**config.mk**
```make
export PLATFORM = sky130hd
export DESIGN_NAME = mem_responder
export DESIGN_NICKNAME = d
export VERILOG_FILES = /design/src/rtl/mem_responder.sv
export SDC_FILE = /design/constraint.sdc
export NUM_CORES = 1
export LEC_CHECK = 0
export ABC_AREA = 1
export BUFFER_PORTS_ARGS = -buffer_cell sky130_fd_sc_hd__buf_2
export CAP_MARGIN = 25
export CORE_ASPECT_RATIO = 1.75
export CORE_MARGIN = 5
export CORE_UTILIZATION = 39
export DETAILED_ROUTE_END_ITERATION = 7
export PLACE_DENSITY = 0.73
export SETUP_SLACK_MARGIN = 0.4
export SLEW_MARGIN = 0
export SYNTH_ARGS = -nofsm -noshare
export SYNTH_HDL_FRONTEND = slang
export SYNTH_SLANG_ARGS = --single-unit
```
**constraint.sdc**
```tcl
create_clock -name clk -period 1.19 [get_ports clk]
set_input_delay 0.238 -clock clk [delete_from_list [all_inputs] [get_ports clk]]
set_output_delay 0.238 -clock clk [all_outputs]
set_load 0.05 [all_outputs]
```
**src/rtl/mem_responder.sv**
```systemverilog
// Single-request memory responder: accepts one CPU load/store, drives a synchronous RAM, returns one response.
// Define MEM_RESP_MMIO_EN to decode 16'hFFFE (switches/LEDs) and 16'hFFFF (cycle counter) as MMIO.
module mem_responder (
   input  logic        clk,
   input  logic        rst_n,
   input  logic        req_valid,
   output logic        req_ready,
   input  logic        req_write,
   input  logic [15:0] req_addr,
   input  logic [15:0] req_wdata,
   output logic        rsp_valid,
   input  logic        rsp_ready,
   output logic [15:0] rsp_data,
   output logic [15:0] ram_addr,
   output logic [15:0] ram_wdata,
   output logic        ram_we,
   input  logic [15:0] ram_rdata,
   input  logic [9:0]  switches,
   output logic [9:0]  leds
);

   typedef enum logic [2:0] {IDLE, RD_ADDR, RD_DATA, WR, RESP} state_t;

   state_t      state, state_nxt;
   logic        accept;
   logic        is_mmio;
   logic [15:0] rd_src;

   // Held in reset while rst_n is low so nothing is accepted before the FSM is live.
   assign req_ready = rst_n && (state == IDLE);
   assign accept    = req_valid && req_ready;
   assign rsp_valid = (state == RESP);
   assign ram_we    = (state == WR) && !is_mmio;

   // NOTE: sequential state uses non-blocking assignments so every register samples pre-edge values.
   always_ff @(posedge clk or negedge rst_n) begin
      if (!rst_n) state <= IDLE;
      else        state <= state_nxt;
   end

   // NOTE: next state defaults to the current state first, so no path through the case infers a latch.
   always_comb begin
      state_nxt = state;
      case (state)
         IDLE:    if (accept) state_nxt = req_write ? WR : RD_ADDR;
         RD_ADDR: state_nxt = RD_DATA;
         RD_DATA: state_nxt = RESP;
         WR:      state_nxt = RESP;
         RESP:    if (rsp_ready) state_nxt = IDLE;
         default: state_nxt = IDLE;
      endcase
   end

   // Request fields are captured only on accept; the load/store choice lives in the state itself.
   always_ff @(posedge clk or negedge rst_n) begin
      if (!rst_n) begin
         ram_addr  <= '0;
         ram_wdata <= '0;
         rsp_data  <= '0;
      end else begin
         if (accept) begin
            ram_addr  <= req_addr;
            ram_wdata <= req_wdata;
         end
         if (state == RD_DATA) rsp_data <= rd_src;
         else if (state == WR) rsp_data <= '0;
      end
   end

`ifdef MEM_RESP_MMIO_EN
   localparam logic [15:0] ADDR_IO  = 16'hFFFE;
   localparam logic [15:0] ADDR_CNT = 16'hFFFF;

   logic [15:0] cycle_cnt;
   logic [9:0]  led_q;

   assign is_mmio = (ram_addr == ADDR_IO) || (ram_addr == ADDR_CNT);
   assign leds    = led_q;

   always_comb begin
      rd_src = ram_rdata;
      if (ram_addr == ADDR_IO)       rd_src = {6'b0, switches};
      else if (ram_addr == ADDR_CNT) rd_src = cycle_cnt;
   end

   // Counter wraps naturally at 16 bits.
   always_ff @(posedge clk or negedge rst_n) begin
      if (!rst_n) cycle_cnt <= '0;
      else        cycle_cnt <= cycle_cnt + 16'd1;
   end

   always_ff @(posedge clk or negedge rst_n) begin
      if (!rst_n)                                 led_q <= '0;
      else if (state == WR && ram_addr == ADDR_IO) led_q <= ram_wdata[9:0];
   end
`else
   logic unused_switches;

   assign is_mmio         = 1'b0;
   assign rd_src          = ram_rdata;
   assign leds            = '0;
   assign unused_switches = ^switches;
`endif

endmodule

```
======== Yosys cells after proc, flatten, opt, wreduce, memory -nomap -nowiden ========
Cells that the tools add are included.
word-level totals
  logic and storage cells ................. 22
  output and inout port bits .............. 61
  flip-flop bits (word level) ............. 51
  input port bits ......................... 63
cells by class
  eq/ne operators ......................... 6
  reductions and logical operators ........ 6
  mux-type cells .......................... 6
operator list
  cell                count
  $mux 16             2
  $pmux 3 s4          1
  $eq 3x2->1 const B  2
  $mux 3              2
  $eq 3x1->1 const B  1
  $eq 3x3->1 const B  1
  $logic_not 3->1     1
  $logic_and 1x1->1   2
  $mux 2              1
  $ne 2x1->1 const B  1
  $ne 2x2->1 const B  1
  $reduce_and 2->1    1
  $reduce_bool 2->1   1
  $reduce_or 2->1     1

======== Longest topological paths before layout ========
  word-level depth ........................ 5
  mapped depth ............................ 7
  depth with buffers taken out ............ 6

======== Worst setup path before layout ========
Ideal clock, no wire load.
  path type ............................... reg-to-output
  start ................................... register state[2]
  end ..................................... output port ram_we
  data arrival time ....................... 1.510 ns
  buffers on the path ..................... 1
  cell stages (with the launch flop) ...... 5
  slack ................................... -0.558 ns
  required time ........................... 0.952 ns
  cells stage by stage .................... dfrtp_1 -> nor2_4 -> inv_2 -> buf_2 -> nor2_1
on the way
  word-level cells in the longest chain between the ends .. 1
RTL lines
  what                    line  RTL
  from (decl)             24    state_t state, state_nxt;
  from (signal assigned)  38    else state <= state_nxt;
  $eq 3x2->1              33    assign ram_we = (state == WR) && !is_mmio;
  to (decl)               16    output logic ram_we,
Every way passes these cells.

======== Worst setup path in the final report ========
  start ................................... register state[2]
  end ..................................... register ram_wdata[13]
on the way
  word-level cells in the longest chain between the ends .. 3
RTL lines
  what                  line  RTL
  $logic_not 3->1       30    assign req_ready = rst_n && (state == IDLE);
  $logic_and 1x1->1     30
  $logic_and 1x1->1     31    assign accept = req_valid && req_ready;
  to (signal assigned)  63    ram_wdata <= req_wdata;
  to (decl)             15    output logic [15:0] ram_wdata,
Every way passes these cells.
A chain may end at the register's enable or synchronous reset.

==> out/metrics.yaml <==
run_status:
  status: "finished, violations left"
  violations: "negative setup slack"
timing:
  timing.hold.ws_ns: 0.0691
  drv_slew: 0
  hold_violations: 0
  finalSetupViolCount: 52
  fmax_ghz: 0.689
  setup_ws_ns: -0.260
  rsz0062_at_grt: "yes"
  min_period_over_period: 1.22
  fin_crit_ns: 1.45
  clock_skew_ns: 0.00583
logic_synthesis:
  syn_area_per_cell_um2: 8.89
  yosysSeqAreaShare: 0.600
  ys_warn_count: 0
  synth_edf_count: 0
  synthArstFlopShare: 1.00
  synth_top_flop_cell: "dfrtp_1"
  ys_types: 16
  synth_cells: 239
  synth_area_um2: 2130
  synth-seq-cells: 51
finish:
  antenna_cells: 0
  syn_to_final_growth_pct: 81.1
  finalNetCount: 432
  final_cell_mix: "nand2_1 (85), buf_2 (52), dfrtp_2 (49), nand2_2 (40), buf_8 (37)"
  layout_commonest_cell: "nand2_1"
  fin_util: 0.727
  drive_gt1_frac: 0.673
critical_path:
  rr_startpoint: "state[2]"
  cp_data_required_time_ns: 1.42
  startpoint_type: "flip-flop"
  crit_start: "state[2]"
  reg2reg_slack_ns: -0.26
  cp-end-kind: "flip-flop"
  crit_type: "reg -> reg"
  cp_max_fo: 4
  worst_ep_arrival_time_ns: 1.68
  reg2reg_depth: 8
flow_run:
  max_cap_viol_count: 0
clock_network:
  insertion_delay_ns: 0.30
  clk_pin_slew_ns: 0.09
  cts.sinks: 51
  cts_htree_levels: 2
  cts_tree: "yes"
  cts_made_buffers: 5
  cts_buffer_depth: 2
  root_buffer: "clkbuf_8"
floorplanning:
  start_util: 0.401
  ios: 124
  core_um2: 5300
  fp.dieW_um: 65.8
  die_h_um: 108
  dieArea_um2: 7090
  num_rows: 35
drt:
  num_vias: 1998
  drc: 0
  drt-vias-per-instance: 4.50
  antenna_left: 0
  initialDrtViolationCount: 67
  dr.pass1.iters: 4
  wirelength_mm: 6.47
  avgRoutedWirePerCell_um: 14.6
pwr:
  p_leak_uw: 0.00200
  powerDensity_nw_per_um2: 3260
  vdd_drop_max_mv: 1.58
global_routing:
  grt_usage: 0.172
  grt_overflow: 0
  grt_max_degree: 37
  grt_pass1_vias: 1955
  grt_first_pass_wirelength_mm: 9.25
  antenna_found_initial: 0
min_path:
  worst_hold_path_type: "in -> async"
placed_design:
  port_buffers: 103
  routabilityCongestion: 0.750
  dp_hpwl_mm: 3.78
==> power breakdown <==
part           internal, uW  switching [uW]
combinational          3250            4640
sequential             2690             746
clock                   680             542
total                  6620            5930
==> metal layers <==
layer / global-route usage / wire length, um / vias to the layer above
li1: - / - / 970
met1: 0.184 / 2270 / 949
met2: 0.322 / 3760 / 72
met3: 0.0418 / 364 / 7
met4: 0.0490 / 80 / 0
met5: 0 / 0 / -
==> area by class of cell <==
cell class | instances | area, um2
well taps | 74 | 92.6
clock buffers | 6 | 82.6
clock inverters | 2 | 35.0
repair buffers | 133 | 1370
flip-flops and latches | 51 | 1340
multi-input cells | 171 | 900
inverters | 7 | 36.3
fillers | 364 | 1450
==> cells in the mapped netlist (2+ instances only) <==
library cell	count	area (um2)
nor2_1	4	15.0
nor2_4	2	22.5
inv_2	2	7.51
buf_2	4	20.0
o21ai_0	2	10.0
nand3_1	16	80.1
buf_6	6	67.6
nand2_1	132	495
dfrtp_1	51	1280
buf_4	10	75.1
inv_1	5	18.8
==> stage by stage <==
| step | instances | worst slack, ns | setup TNS [ns] | cell area [um2] | power [uW] |
|---|---|---|---|---|---|
| 6_report | 444 | -0.260 | -8.63 | 3850 | 12500 |
| 5_1_grt | 444 | -0.334 | -12.44 | 3850 | 13100 |
| 4_1_cts | 441 | -0.275 | -8.95 | 3650 | 12100 |
| 2_1_floorplan | 248 | -0.198 | -2.40 | 2260 | 7330 |
| 3_5_place_dp | 416 | -0.114 | -3.26 | 2800 | 8570 |
| 3_3_place_gp | 416 | -0.0910 | -2.72 | 2800 | 8490 |
==> worst paths after layout <==
| kind | end |
|---|---|
| setup / recovery | ram_wdata[13] |
| hold / removal | rsp_data[4] |
| setup reg to reg | ram_wdata[13] |
| hold reg to reg | rsp_data[7] |
| max in group asynchronous | ram_wdata[5] |
| min in group clk | ram_wdata[2] |
==> registers in the layout (all words and copies together), names as in the netlist <==
| name | flops |
|---|---|
| ram_addr | 16 |
| rsp_data | 16 |
| state | 3 |
| ram_wdata | 16 |
==> logic make-up (layout without fill, tap and decap cells) <==
family | Yosys count | count (layout) | share of synthesized area
compound gates | 2 | 2 | 0.00471
buf+inv | 27 | 148 | 0.0889
flops | 51 | 51 | 0.600
other cells | 1 | 10 | 0.00176
simple gates | 158 | 159 | 0.304
==> worst max-delay path, cell delays in order, from the launching register on <==
cell and delay [ns]:
dfrtp_2 0.46, nor2_4 0.12, nand3_4 0.10, buf_6 0.13
nor2_4 0.17, buf_6 0.16, buf_16 0.12, nand2_2 0.05
nand2_1 0.07
==> repair_timing <==
item / in CTS / in global routing
gates cloned: 5 / 1
gates resized for setup: 155 / 57
endpoints found under the hold margin: 15 / 0
buffers inserted: 11 / 2
hold buffers: 1 / 0
endpoints found under the setup margin: 102 / 102
pin swaps: 5 / 37
(Power assumes the default switching activity.)
